### config.mk
export PLATFORM = sky130hd
export DESIGN_NAME = hfrv_mem_bridge
export DESIGN_NICKNAME = d
export VERILOG_FILES = /design/src/rtl/hfrv_mem_bridge_pkg.sv /design/src/rtl/hfrv_sat_counter.sv /design/src/rtl/hfrv_mem_bridge.sv
export SDC_FILE = /design/constraint.sdc
export NUM_CORES = 1
export LEC_CHECK = 0
export ABC_AREA = 0
export ABC_CLOCK_PERIOD_IN_PS = 4100
export CAP_MARGIN = 20
export CORE_ASPECT_RATIO = 0.7
export CORE_MARGIN = 8
export CORE_UTILIZATION = 45
export CTS_CLUSTER_SIZE = 25
export DETAILED_ROUTE_END_ITERATION = 6
export GPL_TIMING_DRIVEN = 0
export PLACE_DENSITY = 0.85
export SLEW_MARGIN = 30
export SYNTH_ARGS = -nofsm -noshare
export SYNTH_HDL_FRONTEND = slang
export SYNTH_SLANG_ARGS = --single-unit
### constraint.sdc
create_clock -name clock -period 4.1 [get_ports clock]
set_input_delay 1.025 -clock clock [delete_from_list [all_inputs] [get_ports clock]]
set_output_delay 1.025 -clock clock [all_outputs]
set_load 0.02 [all_outputs]
### src/rtl/hfrv_mem_bridge_pkg.sv
// hfrv_mem_bridge_pkg
// Shared types and constants for the memory bridge:
//   state_t    - bridge FSM states (IDLE, REQ, DONE)
//   ERR_RDATA  - read data returned when an access times out
//   DEF_*      - default parameter values for the bridge
package hfrv_mem_bridge_pkg;

    typedef enum logic [1:0] {
        IDLE = 2'd0,
        REQ  = 2'd1,
        DONE = 2'd2
    } state_t;

    localparam logic [31:0] ERR_RDATA = 32'hDEADBEEF;

    localparam int DEF_ADDR_W         = 32;
    localparam int DEF_DATA_W         = 32;
    localparam int DEF_TIMEOUT_CYCLES = 255;
    localparam int DEF_CNT_W          = 32;

endpackage

### src/rtl/hfrv_sat_counter.sv
// hfrv_sat_counter
// Up-counter that sticks at all-ones instead of wrapping.
// Ports:
//   clock  - rising-edge clock
//   reset  - asynchronous active-low reset (count -> 0)
//   clear  - synchronous clear, has priority over en
//   en     - count up by one this cycle (ignored once saturated)
//   count  - current count
module hfrv_sat_counter #(
    parameter int WIDTH = 8
) (
    input  logic             clock,
    input  logic             reset,
    input  logic             clear,
    input  logic             en,
    output logic [WIDTH-1:0] count
);

    logic [WIDTH-1:0] count_reg;
    logic [WIDTH-1:0] count_next;

    always_comb begin
        count_next = count_reg;
        if (clear) begin
            count_next = '0;
        end else if (en && (count_reg != '1)) begin
            count_next = count_reg + WIDTH'(1);
        end
    end

    always_ff @(posedge clock or negedge reset) begin
        if (!reset) begin
            count_reg <= '0;
        end else begin
            count_reg <= count_next;
        end
    end

    assign count = count_reg;

endmodule

### src/rtl/hfrv_mem_bridge.sv
// hfrv_mem_bridge
// Turns the bus mux's single-cycle memory port into a req/ack transaction
// toward a slow SRAM/flash, stalling the datapath until the data phase ends.
// Optional macro HFRV_MEM_BRIDGE_TIMEOUT_EN adds an ack timeout that ends the
// access with bus_err and ERR_RDATA; without it REQ waits forever.
// Ports:
//   clock, reset       - clock, asynchronous active-low reset
//   access_mem         - mux requests an access this cycle
//   addr_mem           - access address
//   data_write_mem     - write data
//   data_we_mem        - byte enables, all-zero = read
//   data_read_mem      - read data back to the mux (held between accesses)
//   stall              - freeze request to mux/datapath
//   sram_req/we/be/addr/wdata - transaction toward memory
//   sram_ack, sram_rdata      - completion pulse and read data from memory
//   bus_err            - one-cycle timeout pulse (0 without the macro)
//   stall_cycles       - saturating count of stalled cycles
module hfrv_mem_bridge
    import hfrv_mem_bridge_pkg::*;
#(
    parameter int ADDR_W         = DEF_ADDR_W,
    parameter int DATA_W         = DEF_DATA_W,
    parameter int TIMEOUT_CYCLES = DEF_TIMEOUT_CYCLES,
    parameter int CNT_W          = DEF_CNT_W
) (
    input  logic                clock,
    input  logic                reset,
    input  logic                access_mem,
    input  logic [ADDR_W-1:0]   addr_mem,
    input  logic [DATA_W-1:0]   data_write_mem,
    input  logic [DATA_W/8-1:0] data_we_mem,
    output logic [DATA_W-1:0]   data_read_mem,
    output logic                stall,
    output logic                sram_req,
    output logic                sram_we,
    output logic [DATA_W/8-1:0] sram_be,
    output logic [ADDR_W-1:0]   sram_addr,
    output logic [DATA_W-1:0]   sram_wdata,
    input  logic                sram_ack,
    input  logic [DATA_W-1:0]   sram_rdata,
    output logic                bus_err,
    output logic [CNT_W-1:0]    stall_cycles
);

    state_t state_reg;
    state_t state_next;

    logic [ADDR_W-1:0]   addr_reg;
    logic [DATA_W-1:0]   wdata_reg;
    logic [DATA_W/8-1:0] be_reg;
    logic [DATA_W-1:0]   rdata_reg;

    logic capture;      // IDLE cycle that latches a new access
    logic ack_take;     // REQ cycle completed by the memory
    logic expire;       // REQ cycle ended by the timeout (ack absent)
    logic timeout_hit;  // timeout counter has reached its limit

    always_comb begin
        state_next = state_reg;
        stall      = 1'b0;
        capture    = 1'b0;
        ack_take   = 1'b0;
        expire     = 1'b0;
        case (state_reg)
            IDLE: begin
                if (access_mem) begin
                    stall      = 1'b1;
                    capture    = 1'b1;
                    state_next = REQ;
                end
            end
            REQ: begin
                stall = 1'b1;
                // An ack coinciding with expiry is a normal completion.
                if (sram_ack) begin
                    ack_take   = 1'b1;
                    state_next = DONE;
                end else if (timeout_hit) begin
                    expire     = 1'b1;
                    state_next = DONE;
                end
            end
            // access_mem seen here belongs to the finishing access.
            DONE:    state_next = IDLE;
            default: state_next = IDLE;
        endcase
    end

    always_ff @(posedge clock or negedge reset) begin
        if (!reset) begin
            state_reg <= IDLE;
            addr_reg  <= '0;
            wdata_reg <= '0;
            be_reg    <= '0;
            rdata_reg <= '0;
        end else begin
            state_reg <= state_next;
            if (capture) begin
                addr_reg  <= addr_mem;
                wdata_reg <= data_write_mem;
                be_reg    <= data_we_mem;
            end
            // Writes leave the last read value in place.
            if (!sram_we) begin
                if (ack_take) begin
                    rdata_reg <= sram_rdata;
                end else if (expire) begin
                    rdata_reg <= DATA_W'(ERR_RDATA);
                end
            end
        end
    end

    assign sram_req      = (state_reg == REQ);
    assign sram_we       = |be_reg;
    assign sram_be       = be_reg;
    assign sram_addr     = addr_reg;
    assign sram_wdata    = wdata_reg;
    assign data_read_mem = rdata_reg;

    hfrv_sat_counter #(.WIDTH(CNT_W)) u_stall_cnt (
        .clock (clock),
        .reset (reset),
        .clear (1'b0),
        .en    (stall),
        .count (stall_cycles)
    );

`ifdef HFRV_MEM_BRIDGE_TIMEOUT_EN
    localparam int TO_W = (TIMEOUT_CYCLES < 2) ? 1 : $clog2(TIMEOUT_CYCLES + 1);

    logic [TO_W-1:0] to_count;
    logic            bus_err_reg;

    // Held at zero outside REQ so every access starts from a fresh count;
    // it counts ack-less REQ cycles, expiring on the TIMEOUT_CYCLES-th.
    hfrv_sat_counter #(.WIDTH(TO_W)) u_timeout_cnt (
        .clock (clock),
        .reset (reset),
        .clear (state_reg != REQ),
        .en    ((state_reg == REQ) && !sram_ack),
        .count (to_count)
    );

    assign timeout_hit = (to_count == TO_W'(TIMEOUT_CYCLES - 1));

    // Registered so the pulse lines up with the DONE cycle.
    always_ff @(posedge clock or negedge reset) begin
        if (!reset) begin
            bus_err_reg <= 1'b0;
        end else begin
            bus_err_reg <= expire;
        end
    end

    assign bus_err = bus_err_reg;
`else
    assign timeout_hit = 1'b0;
    assign bus_err     = 1'b0;
`endif

endmodule

After elaboration in Yosys (flattened, before gate mapping)
Index checks and enable logic that the tools add are counted.

storage, ports and cells
  logic and storage cells = 26
  register bits after elaboration = 134

operators by class
  add/sub/neg operators = 1
  bitwise logic cells = 1
  muxes and demuxes = 9
  equality and inequality tests = 4
  reduce and logical (&&, ||, !) cells = 5

operator list
  operator                 number
  $add A32 B1 Y32 const B  1
  $mux W32                 1
  $ne A32 B32 Y1 const B   1
  $mux W1                  4
  $mux W2                  2
  $pmux W2 S2              1
  $reduce_and A2 Y1        2
  $reduce_or A4 Y1         1
  $eq A2 B1 Y1 const B     1
  $logic_not A2 Y1         1
  $ne A2 B1 Y1 const B     1
  $ne A2 B2 Y1 const B     1
  $pmux W1 S2              1
  $logic_and A1 B1 Y1      1
  $not A1 Y1               1

Logic depth before layout (Yosys ltp)
Gate-level depths: netlist of run 1.

  depth after elaboration = 3
  mapped depth = 7

Cells and area by module
Synthesis of run 1 repeated with hierarchy kept, for this count alone.

second synthesis, totals
  cells, all modules = 421
  area total of the unflattened synthesis = 5683.0 um^2

by module, submodules not included
  module            times used  seq. area each (um^2)  cells an instance  area each (um^2)
  hfrv_mem_bridge   1           2552.4                 223                3828.7
  hfrv_sat_counter  1           800.8                  198                1854.3

Worst setup path before layout of run 1
No wires, ideal clock.

  path kind = input to register
  start = input access_mem
  end = register addr_reg[22], in the netlist sram_addr[22]
  required time = 3.975 ns
  arrival time = 2.256 ns
  path buffers = 2
  setup slack = 1.719 ns
  cell stages on the path = 4
  cells stage by stage = nor3b_1 -> buf_2 -> buf_2 -> mux2_2

between the ends
  word-level cells in the longest chain between the ends = 2

ends and longest elaborated chain
  what                  RTL line               RTL
  from (decl)           hfrv_mem_bridge.sv:28  input logic access_mem,
  $mux W1               hfrv_mem_bridge.sv:66  if (access_mem) begin
  $mux W1               hfrv_mem_bridge.sv:64  case (state_reg)
  to (signal assigned)  hfrv_mem_bridge.sv:99  addr_reg <= addr_mem;
  to (decl)             hfrv_mem_bridge.sv:48  logic [ADDR_W-1:0] addr_reg;

No other way between the ends.
A chain may end at the register's enable or synchronous reset.

Worst setup path after layout of run 1
  start = input access_mem
  end = output stall

between the ends
  word-level cells in the longest chain between the ends = 2

ends and longest elaborated chain
  what         RTL line               RTL
  $mux W1      hfrv_mem_bridge.sv:66
  $pmux W1 S2  hfrv_mem_bridge.sv:64
  to (decl)    hfrv_mem_bridge.sv:33  output logic stall,

No other way between the ends.

==> parameters.txt, run 1 <==
Parameter                              Value

Final layout
  Number of nets in the layout ... 730
  Number of filler cells placed in the layout ... roughly 770
  Area growth from synthesis to layout ... 59.0%
  Fraction of final layout cells sized beyond drive strength 1 ... 24.9%
  Final standard cell utilization of the core ... 73.5%
  Antenna diode count ... 0

Timing
  Slack of the critical path ... 0.643 ns
  Final hold slack ... 0.484 ns
  Accumulated negative setup slack ... 0 ns
  Max Transition Viols Final ... 0
  Final worst clock skew ... 0.0111 ns
  Actual transition at the worst max-transition pin ... 0.691 ns
  Slew margin rel. ... 53.5%
  Setup repair after global routing missed its margin ... false
  Final critical delay including setup and external delays ... 3.46 ns
  Endpoints failing setup ... 0
  Maximum clock rate ... between 200 and 300 MHz
  Hold Violations, Final ... 0
  Post-route fraction of the period consumed by the critical path ... 84.3%

Critical path
  Worst-case reg-to-reg path depth ... 6
  Crit Path Class ... in -> out
  Worst setup EP type ... primary output
  Highest net fanout along the worst path ... 10
  Required arrival time at the worst endpoint ... 3.07 ns
  Startpoint type of the worst setup path ... input port
  Reg2reg end ... u_stall_cnt.count[1]
  Reg-to-reg setup timing slack ... 1.77 ns
  Worst R2R Start ... u_stall_cnt.count[0]
  CP arrival ... around 2.4 ns

Route
  Number of vias per cell after detailed routing ... between 5 and 6
  Post-DR wirelength/cell ... 19.5 um
  Residual antenna-violating net count after detailed routing ... 0
  Met3 Routed Length ... about 1500 um
  Total Routed Length ... between 15000 and 20000 um
  First-pass iteration count of the detailed router ... 4
  Routed length on met2 ... 7960 um
  DRC Markers ... 0
  DRT met1 WL ... 5920 um
  Via count of the routed design ... 4030
  Initial detailed-routing violation count ... about 210
  Top Metal Used ... met4

Synthesis
  Syn Area/Cell ... roughly 15 um2
  Yosys warning total ... 0
  Primary flip-flop cell chosen by synthesis mapping ... sky130_fd_sc_hd__dfrtp_1
  Main combinational cell family by area after synthesis ... multiplexers
  Fraction of the mapped netlist area in simple logic gates ... roughly 9.2%
  Distinct cells, synth ... 39
  Cells taking the most area after synthesis ... sky130_fd_sc_hd__dfrtp_1 62%, sky130_fd_sc_hd__mux2_2 21%, sky130_fd_sc_hd__xnor2_1 2.6%
  Area share of the largest cell type after synthesis ... 61.6%
  Synthesized netlist cell count ... 367
  Area of the mapped netlist ... 5440 um2
  Count of flip-flops with a built-in enable after synthesis ... 0
  Mux contribution to synthesized area ... a little over a fifth
  Post-Synthesis Net Count ... around 470
  Register bit total from synthesis ... 134
  Async S/R FF share, synth ... 100%
  Adder-Cell Fraction of Synth Area ... 0.230%
  Sequential area share after synthesis ... 61.6%
  Most area-hungry cell type in the Yosys netlist ... sky130_fd_sc_hd__dfrtp_1
  Share of the synthesized area in compound gates (AO/OA/AOI/OAI) ... 0.943%
  Xor and xnor area share after synthesis ... under 10%

Hold path
  Endpoint with the worst hold slack ... data_read_mem[13]
  Startpoint of the lowest-slack hold path ... data_read_mem[13]
  Worst hold path cell count ... 1
  HP Class ... reg -> reg

Clocking
  Clock insertion delay at the later pin of the skew report ... 0.41 ns
  Hold buffer count at CTS ... 0
  Setup fix buffers added after clock tree synthesis ... 0
  Number of buffers added by the clock tree synthesis step ... 17
  Clock tree from TritonCTS ... yes
  Cells resized by post-CTS repair ... 0
  Max Buffers Root-to-Sink ... 2
  Clock transition at the registers of the reported paths ... approximately 0.060 ns
  Depth of the CTS H-tree ... 4
  Clock root buffer ... sky130_fd_sc_hd__clkbuf_16
  Clock sink count ... 134

Place
  Setup slack after placement ... 0.657 ns
  Number of buffers added on ports ... 238
  Placer congestion estimate ... 0.787
  Post-DP HPWL ... 12100 um

Global route
  Via count of the first global-routing pass ... 4469
  Remaining Overflow, GRT ... 0
  Overall track demand over capacity in global routing ... between 10% and 20%
  Initial antenna violation count ... 0
  Pin count of the biggest net entering global routing ... 85
  Global-route wire length before repair ... between 20000 and 25000 um

Pwr
  Power per standard cell area ... roughly 710 nW/um2
  Leakage Power ... 3.70 nW
  Total power after layout ... 6.14 mW
  VDD IR max ... roughly 0.54 mV

Die
  Core region area ... around 12000 um2
  Number of I/O pins ... between 200 and 250
  Number of cell rows ... 33
  Die Area ... 15900 um2
  Die Span X ... 147 um
  Initial Util ... 46.2%
  Vertical die dimension ... ~110 um

Run status
  Result of the run ... finished, final reports clean

Run
  Max-capacitance violation count ... 0
[layout by cell type (no fill, tap or decap), types with 7 or more instances in the layout]
| cell | synthesis | routed |
|---|---|---|
| sky130_fd_sc_hd__clkdlybuf4s50_1 | 0 | 237 |
| sky130_fd_sc_hd__dfrtp_1 | 134 | 134 |
| sky130_fd_sc_hd__mux2_2 | 100 | 100 |
| sky130_fd_sc_hd__nand3_1 | 18 | 18 |
| sky130_fd_sc_hd__clkbuf_16 | 0 | 17 |
| sky130_fd_sc_hd__xnor2_1 | 16 | 16 |
| sky130_fd_sc_hd__xor2_1 | 14 | 14 |
| sky130_fd_sc_hd__nand4_1 | 10 | 10 |
| sky130_fd_sc_hd__nor3_1 | 9 | 9 |
| sky130_fd_sc_hd__clkbuf_1 | 6 | 7 |
| sky130_fd_sc_hd__nand2_1 | 7 | 7 |
[critical path: stages]
cell                              delay [ns]
sky130_fd_sc_hd__clkdlybuf4s50_1        0.47
sky130_fd_sc_hd__o21ba_2                0.17
sky130_fd_sc_hd__buf_6                  0.15
sky130_fd_sc_hd__clkdlybuf4s50_1        0.62
[cells in the mapped netlist (3+ instances only)]
cell type,instances
sky130_fd_sc_hd__dfrtp_1,134
sky130_fd_sc_hd__mux2_2,100
sky130_fd_sc_hd__nand3_1,18
sky130_fd_sc_hd__xnor2_1,16
sky130_fd_sc_hd__xor2_1,14
sky130_fd_sc_hd__nand4_1,10
sky130_fd_sc_hd__nor3_1,9
sky130_fd_sc_hd__nand2_1,7
sky130_fd_sc_hd__buf_4,6
sky130_fd_sc_hd__clkbuf_1,6
sky130_fd_sc_hd__and3_1,4
sky130_fd_sc_hd__and3_2,4
sky130_fd_sc_hd__and2_1,3
sky130_fd_sc_hd__inv_1,3
[through the flow]
step	instances	instance area, um2
floorplan	367	5440
global placement	762	8020
detailed placement	763	8060
CTS	795	8650
global route	795	8650
finish	795	8650
[cells by family (layout without fill, tap and decap cells)]
family	Yosys count	in the layout
other cells	1	1
flops	134	134
xor+xnor	30	30
simple gates	74	74
buf+inv	20	291
compound gates	6	6
mux	101	101
fa+ha+maj	1	1
[metal layers]
layer	global-route usage, %	up-vias
met3	8.68	13
met5	0	-
met2	33.9	163
li1	-	1819
met1	22.2	2035
met4	5.08	0
[report_power, final]
part	internal [mW]	switching [mW]	leakage, nW
registers	1.81	0.299	1.66
logic	1.34	1.19	1.75
clock network	0.944	0.556	0.285
[worst max path at each step]
stage               startpoint          endpoint  slack (ns)  depth (start not counted)
floorplan           access_mem             stall        1.72                          2
global placement         reset  data_read_mem[0]       -3.01                          1
detailed placement  access_mem             stall        0.66                          4
CTS                 access_mem             stall        0.65                          4
global route        access_mem             stall        0.61                          4
finish              access_mem             stall        0.64                          4
[final cells by class]
type / instances / area, um2 / share of cell area, %
timing repair buffer: 239 / 2410 / 27.9
multi-input combinational: 213 / 1970 / 22.8
clock buffer: 21 / 470 / 5.44
tap: 157 / 196 / 2.27
clock inverter: 11 / 124 / 1.43
inverter: 3 / 11.3 / 0.130
sequential: 134 / 3350 / 38.8
buffer: 17 / 110 / 1.27
Note: power is estimated with default switching activity, not from simulation.
==> run 2, diff against run 1 <==
ABC_CLOCK_PERIOD_IN_PS = 3000   (was 4100)
CORE_UTILIZATION = 38   (was 45)
PLACE_DENSITY = 0.77   (was 0.85)
clock period = 3 ns   (was 4.1 ns; I/O delays follow)
==> run 2 against run 1 <==
Register-to-register slack got worse by 0.98 ns. Non-clock buffer count did not move. Sequential share of layout area decreased by 0.089 points. Sequential power rose by 36%. Via count fell by 1.2%. Die area rose by 16%. Power increased by 36%. Final cell count is 4.0% higher.
==> parameters.txt, run 2 (synthesis results as in run 1) <==
Parameter                              Value

Clocking
  Clock insertion delay at the later pin of the skew report ... 0.41 ns (about the same)
  Max Buffers Root-to-Sink ... 2 (unchanged)
  Setup fix buffers added after clock tree synthesis ... 0 (unchanged)
  Clock sink count ... 134 (unchanged)
  Hold buffer count at CTS ... 0 (unchanged)
  Cells resized by post-CTS repair ... 0 (unchanged)
  Clock transition at the registers of the reported paths ... 0.06 ns (about the same)
  Clock tree from TritonCTS ... yes
  Number of buffers added by the clock tree synthesis step ... 17 (unchanged)
  Depth of the CTS H-tree ... 4 (unchanged)
  Clock root buffer ... sky130_fd_sc_hd__clkbuf_16

Place
  Placed Cells ... 796 (+4.3%)
  Number of buffers added on ports ... 238 (unchanged)
  Placer congestion estimate ... 0.776 (-1.4%)
  Post-DP HPWL ... 11900 um (-1.8%)
  Dpl cell area ... 8100 um2 (+0.51%)
  Setup slack after placement ... 0.00779 ns (-0.649 ns)

Pwr
  Net Sw Frac ... 33.7% (+0.43 points)
  Psw ... 2.82 mW (+38%)
  Power per standard cell area ... 964 nW/um2 (+36%)
  VDD IR max ... 0.616 mV (+14%)
  Internal cell power ... 5.54 mW (+35%)
  Reg power frac ... 34.5% (about the same)
  Leakage Power ... 3.68 nW (-0.54%)
  Clock share of power ... 24.2% (-0.2 points)
  Relative contribution of combinational cells to total power ... 41.3% (about the same)
  Total power after layout ... 8.36 mW (+36%)

Die
  Core region area ... 14000 um2 (+19%)
  Number of I/O pins ... 240 (unchanged)
  Initial Util ... 39.0% (-7.3 points)
  Number of cell rows ... 36 (+9.1%)
  Die Area ... 18500 um2 (+16%)
  Die Span X ... 159 um (+7.9%)
  Vertical die dimension ... 116 um (+7.5%)

Route
  Routed length on met2 ... 7220 um (-9.4%)
  Post-DR wirelength/cell ... 19.0 um (-2.9%)
  Total Routed Length ... 15700 um (+1.0%)
  Initial detailed-routing violation count ... 189 (-9.1%)
  Top Metal Used ... met4
  Number of vias per cell after detailed routing ... 4.81 (-5.0%)
  DRT met1 WL ... 6290 um (+6.2%)
  Via count of the routed design ... 3982 (-1.2%)
  DRC Markers ... 0 (unchanged)
  Residual antenna-violating net count after detailed routing ... 0 (unchanged)
  Met3 Routed Length ... 1920 um (+28%)
  First-pass iteration count of the detailed router ... 4 (unchanged)

Final layout
  Number of filler cells placed in the layout ... 1061 (+38%)
  Final Instance Area ... 8670 um2 (+0.23%)
  Fraction of final layout cells sized beyond drive strength 1 ... 25.0% (+0.039 points)
  Number of nets in the layout ... 730 (unchanged)
  Count of placed standard cells in the final layout, fillers left out ... 827 (+4.0%)
  Final standard cell utilization of the core ... 62.1% (-11 points)
  Leading cell type in the layout, fill and taps excluded ... sky130_fd_sc_hd__clkdlybuf4s50_1
  Area growth from synthesis to layout ... 59.4%
  Antenna diode count ... 0 (unchanged)
  Commonest cells after routing, fill and taps aside ... 237 x sky130_fd_sc_hd__clkdlybuf4s50_1, 134 x sky130_fd_sc_hd__dfrtp_1, 100 x sky130_fd_sc_hd__mux2_2, 18 x sky130_fd_sc_hd__nand3_1, 17 x sky130_fd_sc_hd__clkbuf_16

Critical path
  Required arrival time at the worst endpoint ... 2.25 ns (-0.82 ns)
  Reg2reg end ... u_stall_cnt.count[20]
  Worst setup EP type ... primary output
  Reg-to-reg setup timing slack ... 0.79 ns (-0.98 ns)
  Startpoint type of the worst setup path ... input port
  CP arrival ... 2.15 ns (-0.28 ns)
  Highest net fanout along the worst path ... 10 (unchanged)
  Crit Path Class ... in -> out
  Worst-case reg-to-reg path depth ... 6 (unchanged)
  Worst R2R Start ... u_stall_cnt.count[0]

Timing
  Setup repair after global routing missed its margin ... false
  Hold Violations, Final ... 0 (unchanged)
  Slew margin rel. ... 55.8% (+2.3 points)
  Slack of the critical path ... 0.103 ns (-0.540 ns)
  Accumulated negative setup slack ... 0 ns (unchanged)
  Maximum clock rate ... between 300 and 400 MHz
  Final worst clock skew ... 0.00837 ns (-0.00274 ns)
  Final critical delay including setup and external delays ... 2.90 ns
  Actual transition at the worst max-transition pin ... 0.662 ns (-0.0295 ns)
  Final hold slack ... 0.304 ns (-0.180 ns)
  Endpoints failing setup ... 0 (unchanged)
  Max Transition Viols Final ... 0 (unchanged)
  Post-route fraction of the period consumed by the critical path ... slightly below 100%

Run
  Max-capacitance violation count ... 0 (unchanged)

Global route
  Pin count of the biggest net entering global routing ... 77 (-9.4%)
  Via count of the first global-routing pass ... 4454 (-0.34%)
  Global-route wire length before repair ... 25100 um (+1.8%)
  Overall track demand over capacity in global routing ... 17.3% (-2.3 points)
  Remaining Overflow, GRT ... 0 (unchanged)
  Initial antenna violation count ... 0 (unchanged)

Run status
  Result of the run ... finished, final reports clean

Hold path
  HP Class ... in -> async
## run 2: routing by layer
| layer | vias up | global-route usage (%) |
|---|---|---|
| li1 | 1826 | - |
| met1 | 1969 | 20.1 |
| met2 | 165 | 26.4 |
| met3 | 22 | 10.0 |
| met4 | 0 | 6.83 |
| met5 | - | 0 |
## run 2: layout make-up
class,instances,area [um2],share of cell area (%)
repair buffers,239,2410,27.8
inverters,3,11.3,0.130
flip-flops and latches,134,3350,38.7
plain buffers,17,110,1.27
clock inverters,13,134,1.54
multi-input cells,213,1970,22.7
clock buffers,18,439,5.06
well taps,190,238,2.74
## run 2: power by group through the flow
stage          sequential (mW)  clock (mW)  combinational, mW
2_1_floorplan             3.69           0              0.828
3_3_place_gp              2.87           0               3.44
3_5_place_dp              2.91           0               3.49
4_1_cts                   2.89        2.07               3.51
5_1_grt                   2.98        2.16               3.65
6_report                  2.88        2.02               3.45
## run 2: worst max-delay path, stage by stage
cell	delay, ns
sky130_fd_sc_hd__clkdlybuf4s50_1	0.47
sky130_fd_sc_hd__o21ba_2	0.16
sky130_fd_sc_hd__buf_6	0.15
sky130_fd_sc_hd__clkdlybuf4s50_1	0.61
## run 2: worst max path at each step
stage	from	end	slack (ns)	depth (start not counted)
floorplan	access_mem	sram_addr[22]	0.89	4
global placement	reset	data_read_mem[28]	-3.90	1
detailed placement	access_mem	sram_addr[25]	0.008	5
CTS	access_mem	stall	0.09	4
global route	access_mem	stall	0.06	4
finish	access_mem	stall	0.10	4
